--- config.mk ---
export PLATFORM = sky130hd
export DESIGN_NAME = huff_decode
export DESIGN_NICKNAME = d
export VERILOG_FILES = /design/src/rtl/huff_pkg.sv /design/src/rtl/huff_match.sv /design/src/rtl/huff_decode.sv
export SDC_FILE = /design/constraint.sdc
export NUM_CORES = 1
export LEC_CHECK = 0
export ABC_AREA = 0
export CAP_MARGIN = 20
export CORE_UTILIZATION = 50
export CTS_CLUSTER_SIZE = 8
export DETAILED_ROUTE_END_ITERATION = 8
export PLACE_DENSITY = 0.69
export SLEW_MARGIN = 20
export SYNTH_ARGS = -nofsm -noshare
export SYNTH_HDL_FRONTEND = slang
export SYNTH_SLANG_ARGS = --single-unit
--- constraint.sdc ---
create_clock -name Clk_in -period 3.41 [get_ports Clk_in]
set_clock_uncertainty 0.15 [all_clocks]
set_input_delay 0.5115 -clock Clk_in [delete_from_list [all_inputs] [get_ports Clk_in]]
set_output_delay 0.5115 -clock Clk_in [all_outputs]
set_load 0.02 [all_outputs]
--- src/rtl/huff_pkg.sv ---
// Shared constants and types for the serial Huffman decoder.
package huff_pkg;

  localparam int unsigned SYM_NUM = 10;
  localparam int unsigned MAX_LEN = 9;
  localparam int unsigned LEN_W   = 4;
  localparam int unsigned SYM_W   = 4;
  localparam int unsigned CNT_W   = 9;

  localparam logic [SYM_W-1:0] SYM_END   = 4'hF;
  localparam logic [CNT_W-1:0] TOTAL_MAX = 9'd256;

  typedef enum logic [1:0] {
    S_IDLE = 2'd0,
    S_RUN  = 2'd1,
    S_DONE = 2'd2,
    S_ERR  = 2'd3
  } state_t;

  typedef struct packed {
    logic [MAX_LEN-1:0] code;
    logic [LEN_W-1:0]   len;
  } tbl_entry_t;

endpackage

--- src/rtl/huff_match.sv ---
// Combinational priority matcher: lowest table index whose full codeword equals
// the bits accumulated so far wins.
module huff_match
  import huff_pkg::*;
(
  input  logic [MAX_LEN-1:0]       acc_next,
  input  logic [LEN_W-1:0]         cnt_next,
  input  tbl_entry_t [SYM_NUM-1:0] tbl,
  output logic                     hit,
  output logic [SYM_W-1:0]         hit_sym
);

  logic [MAX_LEN-1:0] mask;

  always_comb begin
    hit     = 1'b0;
    hit_sym = '0;
    mask    = '0;
    for (int i = 0; i < int'(SYM_NUM); i++) begin
      // A 9-bit length wraps the shifted one to zero, giving an all-ones mask.
      mask = (MAX_LEN'(1) << tbl[i].len) - MAX_LEN'(1);
      if (!hit && (tbl[i].len != '0) && (tbl[i].len == cnt_next) &&
          ((acc_next & mask) == (tbl[i].code & mask))) begin
        hit     = 1'b1;
        hit_sym = SYM_W'(i);
      end
    end
  end

endmodule

--- src/rtl/huff_decode.sv ---
// Serial MSB-first Huffman decoder: programmable 10-entry code table, emits one
// digit per codeword and a 4'hF end marker once the requested count is reached.
module huff_decode #(
  parameter int unsigned SYM_NUM = 10,
  parameter int unsigned MAX_LEN = 9
) (
  input  logic               Clk_in,
  input  logic               nRst,
  input  logic               Tbl_we,
  input  logic [3:0]         Tbl_sym,
  input  logic [MAX_LEN-1:0] Tbl_code,
  input  logic [3:0]         Tbl_len,
  input  logic [8:0]         Sym_total,
  input  logic               Start,
  input  logic               Bit_in,
  input  logic               Bit_valid,
  output logic               Ready,
  output logic [3:0]         Data_out,
  output logic               Data_valid,
  output logic               Done,
  output logic               Err
);

  import huff_pkg::*;

  state_t                   state_q, state_d;
  tbl_entry_t [SYM_NUM-1:0] tbl_q;
  logic [MAX_LEN-2:0]       acc_q, acc_d;
  logic [MAX_LEN-1:0]       acc_next;
  logic [LEN_W-1:0]         cnt_q, cnt_d, cnt_next;
  logic [CNT_W-1:0]         sym_cnt_q, sym_cnt_d, sym_cnt_inc;
  logic [CNT_W-1:0]         total_q, total_d;
  logic                     fin_q, fin_d;
  logic [SYM_W-1:0]         data_d;
  logic                     valid_d, ready_d, done_d, err_d;
  logic                     hit;
  logic [SYM_W-1:0]         hit_sym;
  logic                     consume_c, tbl_we_c;

  assign acc_next    = {acc_q, Bit_in};
  assign cnt_next    = cnt_q + LEN_W'(1);
  assign sym_cnt_inc = sym_cnt_q + CNT_W'(1);
  assign consume_c   = (state_q == S_RUN) && Bit_valid && !Start;
  assign tbl_we_c    = Tbl_we && (state_q != S_RUN) && (Tbl_sym < SYM_W'(SYM_NUM));

  huff_match u_match (
    .acc_next (acc_next),
    .cnt_next (cnt_next),
    .tbl      (tbl_q),
    .hit      (hit),
    .hit_sym  (hit_sym)
  );

  // Code table; frozen while a decode is running.
  always_ff @(posedge Clk_in or negedge nRst) begin
    if (!nRst) begin
      tbl_q <= '0;
    end else if (tbl_we_c) begin
      tbl_q[Tbl_sym] <= '{code: Tbl_code, len: Tbl_len};
    end
  end

  // Next state; fin flags that the end marker is owed on the first DONE cycle.
  always_comb begin
    state_d   = state_q;
    acc_d     = acc_q;
    cnt_d     = cnt_q;
    sym_cnt_d = sym_cnt_q;
    total_d   = total_q;
    fin_d     = 1'b0;
    data_d    = '0;
    valid_d   = 1'b0;

    if (Start) begin
      total_d   = (Sym_total > TOTAL_MAX) ? TOTAL_MAX : Sym_total;
      sym_cnt_d = '0;
      acc_d     = '0;
      cnt_d     = '0;
      if (Sym_total == '0) begin
        state_d = S_DONE;
        data_d  = SYM_END;
        valid_d = 1'b1;
      end else begin
        state_d = S_RUN;
      end
    end else begin
      case (state_q)
        S_RUN: begin
          if (consume_c) begin
            if (hit) begin
              acc_d     = '0;
              cnt_d     = '0;
              sym_cnt_d = sym_cnt_inc;
              data_d    = hit_sym;
              valid_d   = 1'b1;
              if (sym_cnt_inc == total_q) begin
                state_d = S_DONE;
                fin_d   = 1'b1;
              end
            end else if (cnt_next == LEN_W'(MAX_LEN)) begin
              state_d = S_ERR;
            end else begin
              acc_d = acc_next[MAX_LEN-2:0];
              cnt_d = cnt_next;
            end
          end
        end
        S_DONE: begin
          if (fin_q) begin
            data_d  = SYM_END;
            valid_d = 1'b1;
          end
        end
        default: ;
      endcase
    end

    ready_d = (state_d == S_RUN);
    err_d   = (state_d == S_ERR);
    done_d  = (state_q == S_DONE) && !fin_q && !Start;
  end

  always_ff @(posedge Clk_in or negedge nRst) begin
    if (!nRst) begin
      state_q    <= S_IDLE;
      acc_q      <= '0;
      cnt_q      <= '0;
      sym_cnt_q  <= '0;
      total_q    <= '0;
      fin_q      <= 1'b0;
      Data_out   <= '0;
      Data_valid <= 1'b0;
      Ready      <= 1'b0;
      Done       <= 1'b0;
      Err        <= 1'b0;
    end else begin
      state_q    <= state_d;
      acc_q      <= acc_d;
      cnt_q      <= cnt_d;
      sym_cnt_q  <= sym_cnt_d;
      total_q    <= total_d;
      fin_q      <= fin_d;
      Data_valid <= valid_d;
      if (valid_d) Data_out <= data_d;
      Ready      <= ready_d;
      Done       <= done_d;
      Err        <= err_d;
    end
  end

endmodule
**After elaboration in Yosys (flattened, before gate mapping)**

Cells that the tools add are included.

- Order comparisons: 4
- $add $sub $neg: 12
- Mux-type cells: 61
- Equal/unequal tests: 28
- Bitwise gates (word level): 20
- Reduce and logical (&&, ||, !) cells: 63
- Shifts and indexed selects: 10

Operators by type and width:

| operator | count |
|---|---|
| $and 9x9->9 | 20 |
| $bwmux 130 | 1 |
| $eq 9x9->1 | 11 |
| $shl 1x4->9 const A | 10 |
| $sub 9x2->9 const B | 10 |
| $demux 13 s4 | 1 |
| $mux 4 | 12 |
| $mux 9 | 5 |
| $eq 4x4->1 | 10 |
| $mux 8 | 5 |
| $reduce_bool 4->1 | 10 |
| $logic_and 1x1->1 | 36 |
| $mux 1 | 21 |
| $mux 2 | 9 |
| $mux 13 | 1 |
| $mux 3 | 4 |
| $logic_not 1->1 | 11 |
| $add 9x1->9 const B | 1 |
| $gt 9x9->1 const B | 1 |
| $logic_not 9->1 | 1 |
| $pmux 4 s2 | 1 |
| $reduce_and 3->1 | 2 |
| $reduce_bool 2->1 | 3 |
| $lt 4x5->1 const B | 1 |
| 9 further kinds | 11 |

- Output and inout bits: 8
- Register bits: 171

**Logic depth before layout (Yosys ltp)**

Gate-level depths: netlist (run 1).

- Word-level depth: 56
- Depth in mapped cells: 14
- Mapped depth without buffers: 11

**Cells and area by module**

From an unflattened synthesis (run 1), not the netlist that was laid out.

- Cell total of the unflattened synthesis: 1,076
- Area total of the unflattened synthesis: 10,834.1 µm²

By module, submodules not included:

| module | seq. area each (µm²) | times used | area each (µm²) | cells each |
|---|---|---|---|---|
| huff_decode | 4,279.1 | 1 | 7,221.9 | 541 |
| huff_match | 0.0 | 1 | 3,612.2 | 535 |

**Worst setup path after synthesis (run 1)**

Ideal clock, no wire load.

- Kind: reg-to-reg
- From: register cnt_q[0]
- To: register Err
- Required time: 3.187 ns
- Period minus slack after synthesis: 3.317 ns
- Arrival: 3.094 ns
- Stages on the path, launching flop included: 13
- Setup slack: 0.093 ns
- Library setup time: 0.073 ns
- Cell sequence: dfrtp_1 buf_2 inv_1 ha_1 clkbuf_1 inv_1 a211o_1 a211o_1 or4_1 nand4_1 nor4_4 or4b_4 a21oi_2

- Word-level cells in the longest chain between the ends: 55
- Elaborated cells on any way between the ends: 66
- Classes of those cells: add/sub (1); eq/ne (12); mux (15); reduce/logical (38)

Ends and longest elaborated chain:

| what | line | source |
|---|---|---|
| from (decl) | huff_decode.sv:30 | `logic [LEN_W-1:0] cnt_q, cnt_d, cnt_next;` |
| from (signal assigned) | huff_decode.sv:139 | `cnt_q <= cnt_d;` |
| $add 4x1->4 * | huff_decode.sv:41 | `assign cnt_next = cnt_q + LEN_W'(1);` |
| $eq 4x4->1 | huff_match.sv:22 | `if (!hit && (tbl[i].len != '0) && (tbl[i].len == cnt_next) &&` |
| $logic_and 1x1->1 (2 in a row) | huff_match.sv:22 |  |
| $mux 1 | huff_match.sv:22 |  |
| $logic_not 1->1 | huff_match.sv:22 |  |
| $logic_and 1x1->1 (3 in a row) | huff_match.sv:22 |  |
| $mux 1 | huff_match.sv:22 |  |
| $logic_not 1->1 | huff_match.sv:22 |  |
| [35 not listed] | - |  |
| $logic_and 1x1->1 (3 in a row) | huff_match.sv:22 |  |
| $mux 1 | huff_match.sv:22 |  |
| $mux 2 * | huff_decode.sv:90 | `if (hit) begin` |
| $mux 2 * | huff_decode.sv:89 | `if (consume_c) begin` |
| $mux 2 * | huff_decode.sv:87 | `case (state_q)` |
| $mux 2 * | huff_decode.sv:74 | `if (Start) begin` |
| $eq 2x2->1 * | huff_decode.sv:119 | `err_d = (state_d == S_ERR);` |
| via err_d | huff_decode.sv:35 | `logic valid_d, ready_d, done_d, err_d;` |
| to (signal assigned) | huff_decode.sv:147 | `Err <= err_d;` |
| to (decl) | huff_decode.sv:21 | `output logic Err` |

Mark *: on every way through the listed nets, which the timed path passes. The rest lies on a longest branch.
A chain may end at the register's enable or synchronous reset.

**Worst setup path in the final report (run 1)**

- From: register tbl_q[13] in the netlist's numbering
- To: register Err

- Word-level cells in the longest chain between the ends: 51
- Elaborated cells on any way between the ends: 56
- Classes of those cells: add/sub (1); eq/ne (3); shift (1); mux (13); bitwise (2); reduce/logical (36)

Ends and longest elaborated chain:

| what | line | source |
|---|---|---|
| from (decl) | huff_decode.sv:27 | `tbl_entry_t [SYM_NUM-1:0] tbl_q;` |
| from (signal, indexed assignment) | huff_decode.sv:59 | `tbl_q[Tbl_sym] <= '{code: Tbl_code, len: Tbl_len};` |
| $shl 1x4->9 | huff_match.sv:21 | `mask = (MAX_LEN'(1) << tbl[i].len) - MAX_LEN'(1);` |
| $sub 9x2->9 | huff_match.sv:21 |  |
| $and 9x9->9 | huff_match.sv:23 | `((acc_next & mask) == (tbl[i].code & mask))) begin` |
| $eq 9x9->1 | huff_match.sv:23 |  |
| $logic_and 1x1->1 * | huff_match.sv:22 |  |
| $mux 1 * | huff_match.sv:22 |  |
| $logic_not 1->1 | huff_match.sv:22 |  |
| $logic_and 1x1->1 (3 in a row) | huff_match.sv:22 |  |
| [32 not listed] | - |  |
| $logic_and 1x1->1 (3 in a row) | huff_match.sv:22 |  |
| $mux 1 * | huff_match.sv:22 |  |
| $mux 2 * | huff_decode.sv:90 |  |
| $mux 2 * | huff_decode.sv:89 |  |
| $mux 2 * | huff_decode.sv:87 |  |
| $mux 2 * | huff_decode.sv:74 |  |
| $eq 2x2->1 * | huff_decode.sv:119 |  |
| via err_d | huff_decode.sv:35 |  |

Marked as above.

==> flow_results.org, run 1 <==
** Status
- The flow ran to the end, but the final reports show violations.
- Violated checks :: hold timing

** Worst setup path
- The worst setup path is launched from a flip-flop.
- Reg-to-reg startpoint :: tbl_q[13]
- Startpoint of the worst setup timing path :: tbl_q[13]
- WS Path Type :: reg -> reg
- STA classifies the critical path endpoint as a flip-flop.
- In this run the worst path has a maximum fanout of 5.
- Data on the critical path arrives at its endpoint at 3.58 ns.
- For the worst setup path, the data required time is 3.63 ns.

** Yosys
- Most common flop cell mapped by yosys :: dfrtp_1
- The synthesized netlist contains 80 unique library cells.
- Compound-cell area share of the yosys netlist :: 12.8%
- Of all flip-flops after synthesis, the portion carrying an async set or reset was 100%.
- After synthesis the cells add up to about 10000 sq um.
- The synthesized design contains 0 enable-type register cells.
- Sequential elements use 41.9% of the synthesized area.
- Yosys warns :: 0
- Counting flops and latches in the post-synthesis netlist gives roughly 170.
- Fraction of synthesized cell area in xor and xnor cells :: 12.1%
- The synthesized netlist devotes 11.8% of its cell area to simple gates.
- After synthesis, the largest family of logic cells by area is multiplexers.
- Multiplexer fraction of the synthesized cell area :: 15.2%
- When the netlist entered floorplanning its net count stood at between 1000 and 1500.
- Adder-cell area share of the yosys netlist :: 1.84%
- Synthesized netlist cell count :: between 900 and 1000
- Post-Syn Area per Cell :: ~11 sq um

** Finish
- Number of fill cells :: roughly 1600
- Layout Cell Area excl Fill :: 12200 sq um
- Area growth syn-to-layout :: 19.6%
- 0 antenna diodes ended up in the layout.
- In the final layout, the share of cells above drive strength 1 is 29.4%.
- In the final design database the tool counted 1080 nets.

** Timing
- Setup violation total in the final timing report :: 0
- Unrepaired setup endpoints after global routing :: true
- Peak Freq :: 297 MHz
- For the pin with the worst max-slew slack, the measured transition is 0.808 ns.
- Count of final max-slew check failures :: 0
- Final hold analysis gives a worst-case slack of -0.0202 ns.
- Total negative slack :: 0 ns
- For the finished layout, the period the worst path requires is roughly 3.4 ns.
- Remaining max-slew budget at the tightest pin :: a little under half
- The number of endpoints with negative hold slack in the final report was 73.
- Once routing completed, OpenROAD measured the worst setup slack at 0.0473 ns.
- Final cycle utilization of the critical path :: 98.6%

** Global route
- The first global-routing pass estimated 42900 microns of wire.
- The initial antenna violation count is 0.
- For met3 alone, demand over resource in global routing was 4.38%.
- GRT Total Usage :: 27.8%
- Global routing used 37.9% of the available met1 tracks.
- Met2 track demand over resource in global routing :: 44.7%
- Remaining global-route overflow :: 0
- Entering global routing, the biggest net connects 76 pins.
- Vias in the first global route :: roughly 7600
- The global routing stage identified its most utilized layer as met2.

** Placed design
- During placement, the flow inserted port buffers numbering 39.
- Once placement finished, the instance area stood at roughly 11000 sq um.
- The congestion estimate from routability-driven global placement came to 0.914.
- Dpl hpwl :: 18500 microns
- Worst setup timing slack at the placement stage :: -0.104 ns

** Power
- Pwr per Cell Area :: 485 nW/um^2
- Static Leakage :: 5.57 nW
- Maximum vdd ir drop :: 0.338 mV

** Clock tree
- Clock-pin slew on the worst setup and hold paths :: ~0.07 ns
- Number of buffers between clock root and the deepest sink :: 2
- Clock latency on the worst-skew pair, taken at its later pin, is 0.44 ns.
- CTS tree :: built
- In this run the number of H-tree levels came out at 4.
- The root buffer cell chosen for the clock tree is clkbuf_16.
- Clk sinks :: 171
- Clock buffer count from CTS :: 17

** Floorplan
- Initial standard-cell utilization of the core :: 51.8%
- Measured along the y axis, the die boundary spans around 140 microns.
- Overall die area :: about 21000 sq um
- Top-level port count :: 40
- The initialized floorplan defines 51 standard-cell rows.
- The core region is 19700 sq um.
- Width of the chip :: 145 microns

** Drt
- Dividing the detail-routed wire length by the instance count gives approximately 21 microns.
- Detailed routing inserted a total of 7733 vias.
- Via/cell ratio :: 5.90
- Final wirelength :: about 27000 microns
- Drt first-iter violations :: 516
- Before antenna repair, the detailed router went through 7 iterations.
- After detailed routing, the number of remaining DRC violations is 0.
- Post-DRT Antenna Nets :: 0

** Hold path
- Worst hold path type :: in -> async

** Job
- Max-cap violations :: 0
-- cell families after synthesis --
logic type,after synthesis
flops,171
mux,138
fa+ha+maj,15
buf+inv,108
xor+xnor,138
compound gates,174
simple gates,211
-- layout make-up --
type | instances | area [sq um] | area share [%]
Sequential cell | 171 | 4280 | 35.1
Clock inverter | 11 | 110 | 0.902
Timing Repair Buffer | 143 | 1300 | 10.6
Multi-Input combinational cell | 677 | 5640 | 46.2
Inverter | 23 | 86.3 | 0.707
Tap cell | 265 | 332 | 2.72
Clock buffer | 21 | 460 | 3.77
-- cell usage after synthesis, types with 20 or more instances --
cell type / n / share of area [%]
xor2_1: 56 / 4.8
clkbuf_1: 37 / 1.4
buf_1: 24 / 0.88
mux2_2: 131 / 14
a21oi_1: 24 / 1.2
inv_1: 23 / 0.85
o21ai_0: 23 / 1.1
nand2_1: 38 / 1.4
xnor2_1: 79 / 6.8
nor3_1: 23 / 1.1
nor2_1: 39 / 1.4
buf_2: 20 / 0.98
dfrtp_1: 171 / 42
-- critical path, stage by stage, from the launching register on --
cell and delay (ns):
dfrtp_1 0.38, or4_4 0.56, ha_4 0.28, inv_2 0.02, a222oi_1 0.32, o211ai_1 0.18, a2111o_1 0.41, o41ai_4 0.11
buf_4 0.20, nor4_4 0.06, or4b_4 0.51, a21oi_2 0.12
-- metal layers --
| layer | routed length, microns | up-vias |
|---|---|---|
| met2 | 12900 | 214 |
| met4 | 781 | 0 |
| met5 | 0 | - |
| met3 | 1290 | 51 |
| li1 | - | 3603 |
| met1 | 12300 | 3865 |
-- final timing paths --
path	end	slack (ns)	cells after the start
setup reg to reg	Err	0.05	11
hold / removal	tbl_q[105]	-0.02	1
setup / recovery	Err	0.05	11
max in group asynchronous	sym_cnt_q[4]	2.37	2
hold reg to reg	Done	0.29	1
min in group Clk_in	Done	0.29	1
-- sequential cells by signal (all words and copies together), names as in the netlist --
register,cells
Data_out,4
state_q,2
cnt_q,4
acc_q,8
Ready,1
tbl_q,130
fin_q,1
total_q,9
Done,1
sym_cnt_q,9
Data_valid,1
Err,1
-- placed cells by master (no fill, tap or decap), types with 4 or more instances in the layout --
cell / instances
nor2_1: 38
nand3b_1: 9
buf_6: 5
xnor2_1: 79
dfrtp_1: 171
o22ai_1: 10
o21a_1: 9
nand2_1: 38
clkdlybuf4s50_1: 38
a22o_1: 8
o31ai_1: 5
a211oi_1: 5
a21oi_1: 21
o21ai_1: 4
o32ai_1: 7
nor4b_1: 14
inv_6: 4
o211ai_1: 16
a21oi_2: 4
buf_4: 91
nor3_1: 22
o21ai_0: 22
or3_1: 6
inv_1: 22
mux2_2: 131
nor2b_1: 9
ha_1: 12
nor3b_1: 9
clkbuf_16: 17
nand4_1: 12
and3_1: 5
a31oi_1: 7
buf_12: 9
nand3_1: 15
nand2b_1: 7
xor2_1: 56
o21bai_1: 7
mux2i_1: 5
-- stage by stage --
step | hold slack [ns] | util (%) | cells | total power, mW
6_report | -0.0202 | 61.9 | 1311 | 5.93
2_1_floorplan | 0.0659 | - | 955 | 3.28
5_1_grt | 0.0474 | 61.9 | 1311 | 6.20
3_3_place_gp | 0.267 | 57.6 | 1268 | 3.84
4_1_cts | 0.00358 | 60.7 | 1302 | 5.80
3_5_place_dp | 0.270 | 57.6 | 1268 | 3.87
-- report_power, final --
part / total [mW] / internal, mW / switching (mW)
clock network: 1.89 / 1.05 / 0.835
logic: 1.75 / 0.861 / 0.887
registers: 2.29 / 2.17 / 0.118
-- what timing repair did --
action                                  in CTS  in global routing
endpoints found under the setup margin      24                 29
cloned                                       0                  1
hold buffers                                 0                  0
setup buffers                                2                  9
hold endpoints to repair                     0                  0
pin swaps                                    4                 25
resized for setup                            4                 30
(Power assumes the default switching activity.)
==> run 2, diff against run 1 <==
MAX_ROUTING_LAYER = met4   (was default)
==> run 2 against run 1 <==
Compared with the run above: the flow still finishes with violations (hold timing); count of clock-buffer cells in the layout unchanged; final area decreased by 0.46%; non-clock buffer count is 3 lower; power decreased by 0.85%; final cell count decreased by 0.15%; largest power group unchanged.
==> flow_results.org, run 2 (synthesis gave the netlist of run 1 again) <==
** Power
- Maximum vdd ir drop :: 0.339 mV
- Of the total power, combinational logic draws 28.8%.
- Pwr per Cell Area :: 484 nW/um^2
- Share of total power in sequential cells :: 39.0%
- Internal Pwr Total :: 4.05 mW
- Overall power consumption after layout is estimated at approximately 5.9 mW.
- Switching power of the nets :: 1.82 mW
- Per report_power, the clock group accounts for between 30% and 40% of the total.
- Static Leakage :: 5.54 nW
- Net Sw Frac :: 31.0%

** Clock tree
- In this run, post-CTS hold repair placed 0 buffers.
- Clock buffer count from CTS :: 17
- No sink is reached through more buffers than the 2 on the longest clock path.
- TritonCTS built the clock tree.
- The H-tree was split into 4 levels.
- Clock-pin slew on the worst setup and hold paths :: about 0.07 ns
- Clk Tree Root Cell :: clkbuf_16
- Clk sinks :: around 170
- The later pin in the worst-skew pair is clocked with a latency of 0.44 ns.

** Floorplan
- The die covers between 20000 and 25000 sq um.
- Die Ht :: 145 microns
- The initial utilization of the core area, before any placement, comes to 51.8%.
- Width of the chip :: 145 microns
- The core region is 19700 sq um.
- In this run the count of I/O pins placed on the die edge is 40.
- The initialized floorplan defines around 50 standard-cell rows.

** Global route
- Largest net degree at the start of global routing :: 76
- Across every metal layer, demand over resource in global routing totals 28.6%.
- The first global-routing pass estimated 42900 microns of wire.
- Number of antenna violations at the first check in global routing :: 0
- The total overflow left after global routing is 0.
- The via count of the first global-routing pass came to 7603.

** Worst setup path
- STA puts the critical path data arrival time at 3.62 ns.
- Register-to-register setup slack :: 0.02 ns
- The critical path in this run is classified as reg -> reg.
- Worst-path maximum fanout :: 11
- In this run the critical register-to-register path is launched from tbl_q[67].
- Worst-case reg-to-reg path depth :: 13
- Element type at the critical path start :: flip-flop
- The worst register-to-register path ends at sym_cnt_q[6].
- Data on the critical path is required at its endpoint by 3.63 ns.
- Crit path capture type :: flip-flop

** Drt
- Routed vias :: roughly 7700
- Drt first-iter violations :: around 540
- The count of nets left with antenna violations once routing finished came out at 0.
- Dividing the detail-routed via count by the number of cells gives 5.91.
- Final wirelength :: 27300 microns
- Dividing the detail-routed wire length by the instance count gives 20.9 microns.
- DRC violation count after routing :: 0
- DRT Pass-1 Iters :: 7

** Finish
- Number of fill cells :: 1588
- Most common cell after layout, fill and taps aside :: dfrtp_1
- Top library cells by usage in the layout, fill and taps aside :: 170 x dfrtp_1, 131 x mux2_2, 90 x buf_4, 79 x xnor2_1, 55 x xor2_1
- Nets :: ~1100
- Share of cells above drive strength 1 :: roughly 29%
- Relative to the synthesized area, the layout overhead comes to 19.1%.
- For this run, the share of the core covered by cells in the final layout is about three fifths.
- Counting flops per register, the top entry is tbl_q.
- Flip-flop count of the largest register after layout :: 130
- Top Registers :: tbl_q (130), sym_cnt_q (9), total_q (9)

** Timing
- Least-Margin Pin Slew :: 0.809 ns
- Setup violations remaining at the end of the flow were counted as 0.
- The final critical path takes up 99.5% of the cycle.
- The number of pins with negative max-slew slack in the final report is 0.
- Static timing analysis puts the maximum clock frequency at a little under 300 MHz.
- Setup repair after global routing could not meet its margin everywhere.
- The number of endpoints with negative hold slack in the final report is 73.
- Headroom to the max-slew limit came out at 45.9%.
- On the final layout, the worst hold slack is -0.0184 ns.
- After layout, the minimum clock period comes to 3.39 ns.

** Hold path
- The path class of the tightest hold or removal check is in -> async.

** Status
- The final reports fail on hold timing.
- The run finished, with violations left.

** Placed design
- Dpl hpwl :: 18500 microns
- Routability-driven placement finished with a final weighted congestion of 0.930.
- Count of input and output buffers :: 39

** Job
- Max-cap violations :: 0
==> run 2: routing by layer <==
layer,wire length (microns),track usage (%),up-vias
met2,12900,44.8,207
met1,12600,38.0,3880
met4,754,9.75,0
met5,0,-,-
met3,1190,4.28,58
li1,-,-,3593
==> run 2: worst max path at each step <==
| stage | startpoint | endpoint |
|---|---|---|
| floorplan | cnt_q[0] | Err |
| global route | tbl_q[14] | Err |
| global placement | cnt_q[0] | Ready |
| CTS | tbl_q[66] | sym_cnt_q[1] |
| detailed placement | cnt_q[0] | Ready |
| finish | tbl_q[67] | sym_cnt_q[6] |
==> run 2: area by class of cell <==
type	instances	area (sq um)	share of cell area [%]
Multi-Input combinational cell	677	5610	46.2
Clock buffer	21	460	3.79
Clock inverter	11	110	0.906
Inverter	23	86.3	0.711
Sequential cell	171	4280	35.2
Antenna cell	1	2.50	0.0206
Timing Repair Buffer	140	1270	10.5
Tap cell	265	332	2.73
==> run 2: what timing repair did <==
action                                  4_1_cts  5_1_grt
pin swaps                                     4        9
endpoints found under the hold margin         0        0
endpoints found under the setup margin       24       28
setup buffers                                 2        6
cloned                                        0        1
gates resized for setup                       4       25
==> run 2: stage by stage <==
stage / TNS, ns / cell area [sq um] / worst slack, ns / hold slack [ns] / std cells
detailed placement: -0.515 / 11400 / -0.104 / 0.270 / 1268
floorplan: 0 / 10200 / 0.0926 / 0.0659 / 955
finish: 0 / 12200 / 0.0187 / -0.0184 / 1309
CTS: -0.00601 / 12000 / -0.00601 / 0.00358 / 1302
global route: -0.923 / 12100 / -0.115 / 0.0458 / 1308
global placement: -0.366 / 11400 / -0.0799 / 0.267 / 1268
==> run 2: worst max-delay path, cell delays in order, from the launching register on <==
cell      delay [ns]
dfrtp_1         0.39
buf_6           0.15
or4_4           0.43
ha_4            0.19
buf_4           0.13
a21o_1          0.18
a221oi_2        0.23
nand4_1         0.26
nand4_1         0.19
buf_6           0.14
o41ai_4         0.10
buf_4           0.17
or4_4           0.47
a21oi_2         0.14
==> run 2: power by group through the flow <==
stage          Clock, mW  Combinational, mW  Sequential (mW)
4_1_cts             1.92               1.59             2.29
3_5_place_dp           0               1.54             2.32
2_1_floorplan          0              0.961             2.32
6_report            1.89               1.69             2.29
3_3_place_gp           0               1.52             2.32
5_1_grt             2.00               1.84             2.31
==> run 3, diff against run 2 <==
RECOVER_POWER = 50   (was default)
==> run 3 against run 2 <==
Compared with the run above: the flow finishes with violations (capacitance limit, slew limit); combinational power about the same; critical path depth unchanged; sequential power about the same; maximum frequency down 0.25%; largest cell class unchanged; final cell count unchanged; final area down 0.28%; highest routed layer unchanged; count of clock-buffer cells in the layout unchanged; first-iteration DRC count down 19%; sequential cell count unchanged; routed wire length about the same; via count about the same.
==> flow_results.org, run 3 (synthesis gave the netlist of run 1 again) <==
** Timing
- Dividing the final minimum period by the clock period gives about 100%.
- Setup violations remaining at the end of the flow were counted as 0.
- The worst path needs 3.40 ns of the cycle, external delays included.
- Across all setup checks in the final design, the least slack found is 0.0103 ns.
- Least-Margin Pin Slew :: 1.91 ns
- The number of pins with negative max-slew slack in the final report was 76.
- Hold Worst Slack :: between 0.2 and 0.3 ns
- The number of endpoints with negative hold slack in the final report came to 0.
- Peak Freq :: 294 MHz
- Setup repair after global routing could not meet its margin everywhere.
- Total negative slack :: 0 ns
- In this run the tightest slew margin relative to its limit is -27.3%.

** Power
- Across the VDD grid, the largest voltage drop is 0.338 mV.
- For this design the static power due to leakage is 5.53 nW.
- The design draws 5.87 mW.
- In this run the power density over the cells is between 400 and 500 nW/um^2.

** Drt
- Via/cell ratio :: a little under 6
- For this block, the initial DRC count from the detailed router was 436.
- After detailed routing, the number of remaining DRC violations is 0.
- The first TritonRoute pass finished after 5 iterations.
- Final wirelength :: 27300 microns
- Routed vias :: 7731
- In this run the remaining antenna-violating nets after routing total 0.
- After detailed routing, the average wire length per cell comes to approximately 21 microns.

** Global route
- Largest net degree at the start of global routing :: 76
- Met2 track demand over resource in global routing :: roughly 45%
- Global routing used 28.6% of the available tracks across all layers.
- Global routing used 4.28% of the available met3 tracks.
- The initial antenna violation count was 0.
- In the global route stage, met1 resource usage came out at between 30% and 40%.
- met2 is the most crowded layer.
- The first global-routing pass estimated 42900 microns of wire.
- The via count of the first global-routing pass is 7603.
- For this run the aggregate overflow at the end of global routing stands at 0.

** Status
- The flow ran to the end, but the final reports show violations.
- Violated checks :: capacitance limit, slew limit

** Placed design
- Last weighted congestion value of the routability-driven placer :: 0.930
- During placement, the flow inserted port buffers numbering 39.
- Dpl hpwl :: 18500 microns
- Worst setup timing slack at the placement stage :: -0.104 ns
- In this run, placement finished with an instance count of ~1300.

** Clock tree
- Clk sinks :: 171
- Number of buffers between clock root and the deepest sink :: 2
- Number of H-tree levels :: 4
- CTS tree :: built
- Clock latency on the worst-skew pair, taken at its later pin, is ~0.44 ns.
- Counting the buffers created by CTS gives 17.
- Clock-pin slew was measured on the worst setup and hold paths at 0.07 ns.
- Clk Tree Root Cell :: clkbuf_16
- After clock tree synthesis, the flow added hold-fix buffers numbering 0.

** Worst setup path
- Cell-by-cell trace of the critical path :: buf_6 -> or4_4 -> ha_4 -> buf_4 -> a21o_1 -> a221oi_2 -> nand4_1 -> nand4_1 -> buf_6 -> o41ai_4 -> buf_4 -> or4_4 -> a21oi_2
- Element type at the critical path start :: flip-flop
- WS Path Type :: reg -> reg
- Data arrives at the worst endpoint at 3.62 ns.
- STA classifies the critical path endpoint as a flip-flop.
- Data on the critical path is required at its endpoint by 3.63 ns.
- Slowest Stage Delay on Critical Path :: 0.48 ns
- The slowest stage of the critical path belongs to the cell or4_4.
- Along the worst path, the maximum fanout reaches 11.

** Finish
- The largest registers in the layout are tbl_q (130), sym_cnt_q (9), total_q (9).
- The count of cells in the finished layout, fillers not included, comes to 1309.
- Top library cells by usage in the layout, fill and taps aside :: 170 x dfrtp_1, 131 x mux2_2, 90 x buf_4, 79 x xnor2_1, 55 x xor2_1
- Most common cell after layout, fill and taps aside :: dfrtp_1
- Relative to the synthesized area, the layout overhead comes to 18.7%.
- For this run, the post-layout net count is 1077.
- Share of cells above drive strength 1 :: 29.1%
- The register with the most flip-flops in the layout has 130 of them.
- Biggest register :: tbl_q

** Floorplan
- Top-level port count :: 40
- The die is 145 microns wide.
- Initial standard-cell utilization of the core :: 51.8%
- The initialized floorplan defines between 50 and 60 standard-cell rows.
- Placeable core area :: between 15000 and 20000 sq um
- The die is around 140 microns tall.
- The die covers approximately 21000 sq um.

** Job
- Max-cap violations :: 1

** Hold path
- The worst hold path belongs to the class reg -> reg.
## run 3: timing repair
item | in CTS | in global routing
pin swaps | 4 | 9
endpoints found under the setup margin | 24 | 28
buffers inserted | 2 | 6
resized for setup | 4 | 25
gates cloned | 0 | 1
## run 3: cell type report
type / instances / area (sq um)
clock buffers: 21 / 460
fillers: 1594 / 7600
flip-flops and latches: 171 / 4280
multi-input cells: 677 / 5610
diodes: 1 / 2.50
repair buffers: 140 / 1240
clock inverters: 11 / 110
inverters: 23 / 86.3
well taps: 265 / 332
## run 3: final timing paths
check | to | from | slack [ns] | cells after the start
hold / removal | Done | fin_q | 0.29 | 1
setup / recovery | sym_cnt_q[6] | tbl_q[67] | 0.01 | 13
max in group asynchronous | tbl_q[97] | nRst | 0.77 | 2
setup reg to reg | sym_cnt_q[6] | tbl_q[67] | 0.01 | 13
hold reg to reg | Done | fin_q | 0.29 | 1
min in group asynchronous | tbl_q[105] | nRst | 0.47 | 1
## run 3: worst max-delay path, delay by kind of cell (launching register included)
kind | cells | cell delay, ns
compound gates | 4 | 0.65
flops | 1 | 0.39
simple gates | 4 | 1.36
buf+inv | 4 | 0.59
fa+ha+maj | 1 | 0.19
## run 3: where the power goes
part | switching (mW) | internal, mW
registers | 0.117 | 2.17
clock network | 0.841 | 1.05
logic | 0.863 | 0.821
total | 1.82 | 4.05
## run 3: per-layer routing
layer  vias up  routed length [microns]
met5         -                        0
li1       3601                        -
met3        56                     1290
met1      3867                    12400
met2       207                    12900
met4         0                      783
## run 3: metrics by stage
step	util, %	instance area [sq um]
floorplan	-	10200
global placement	57.6	11400
detailed placement	57.6	11400
CTS	60.7	12000
global route	61.4	12100
finish	61.5	12100
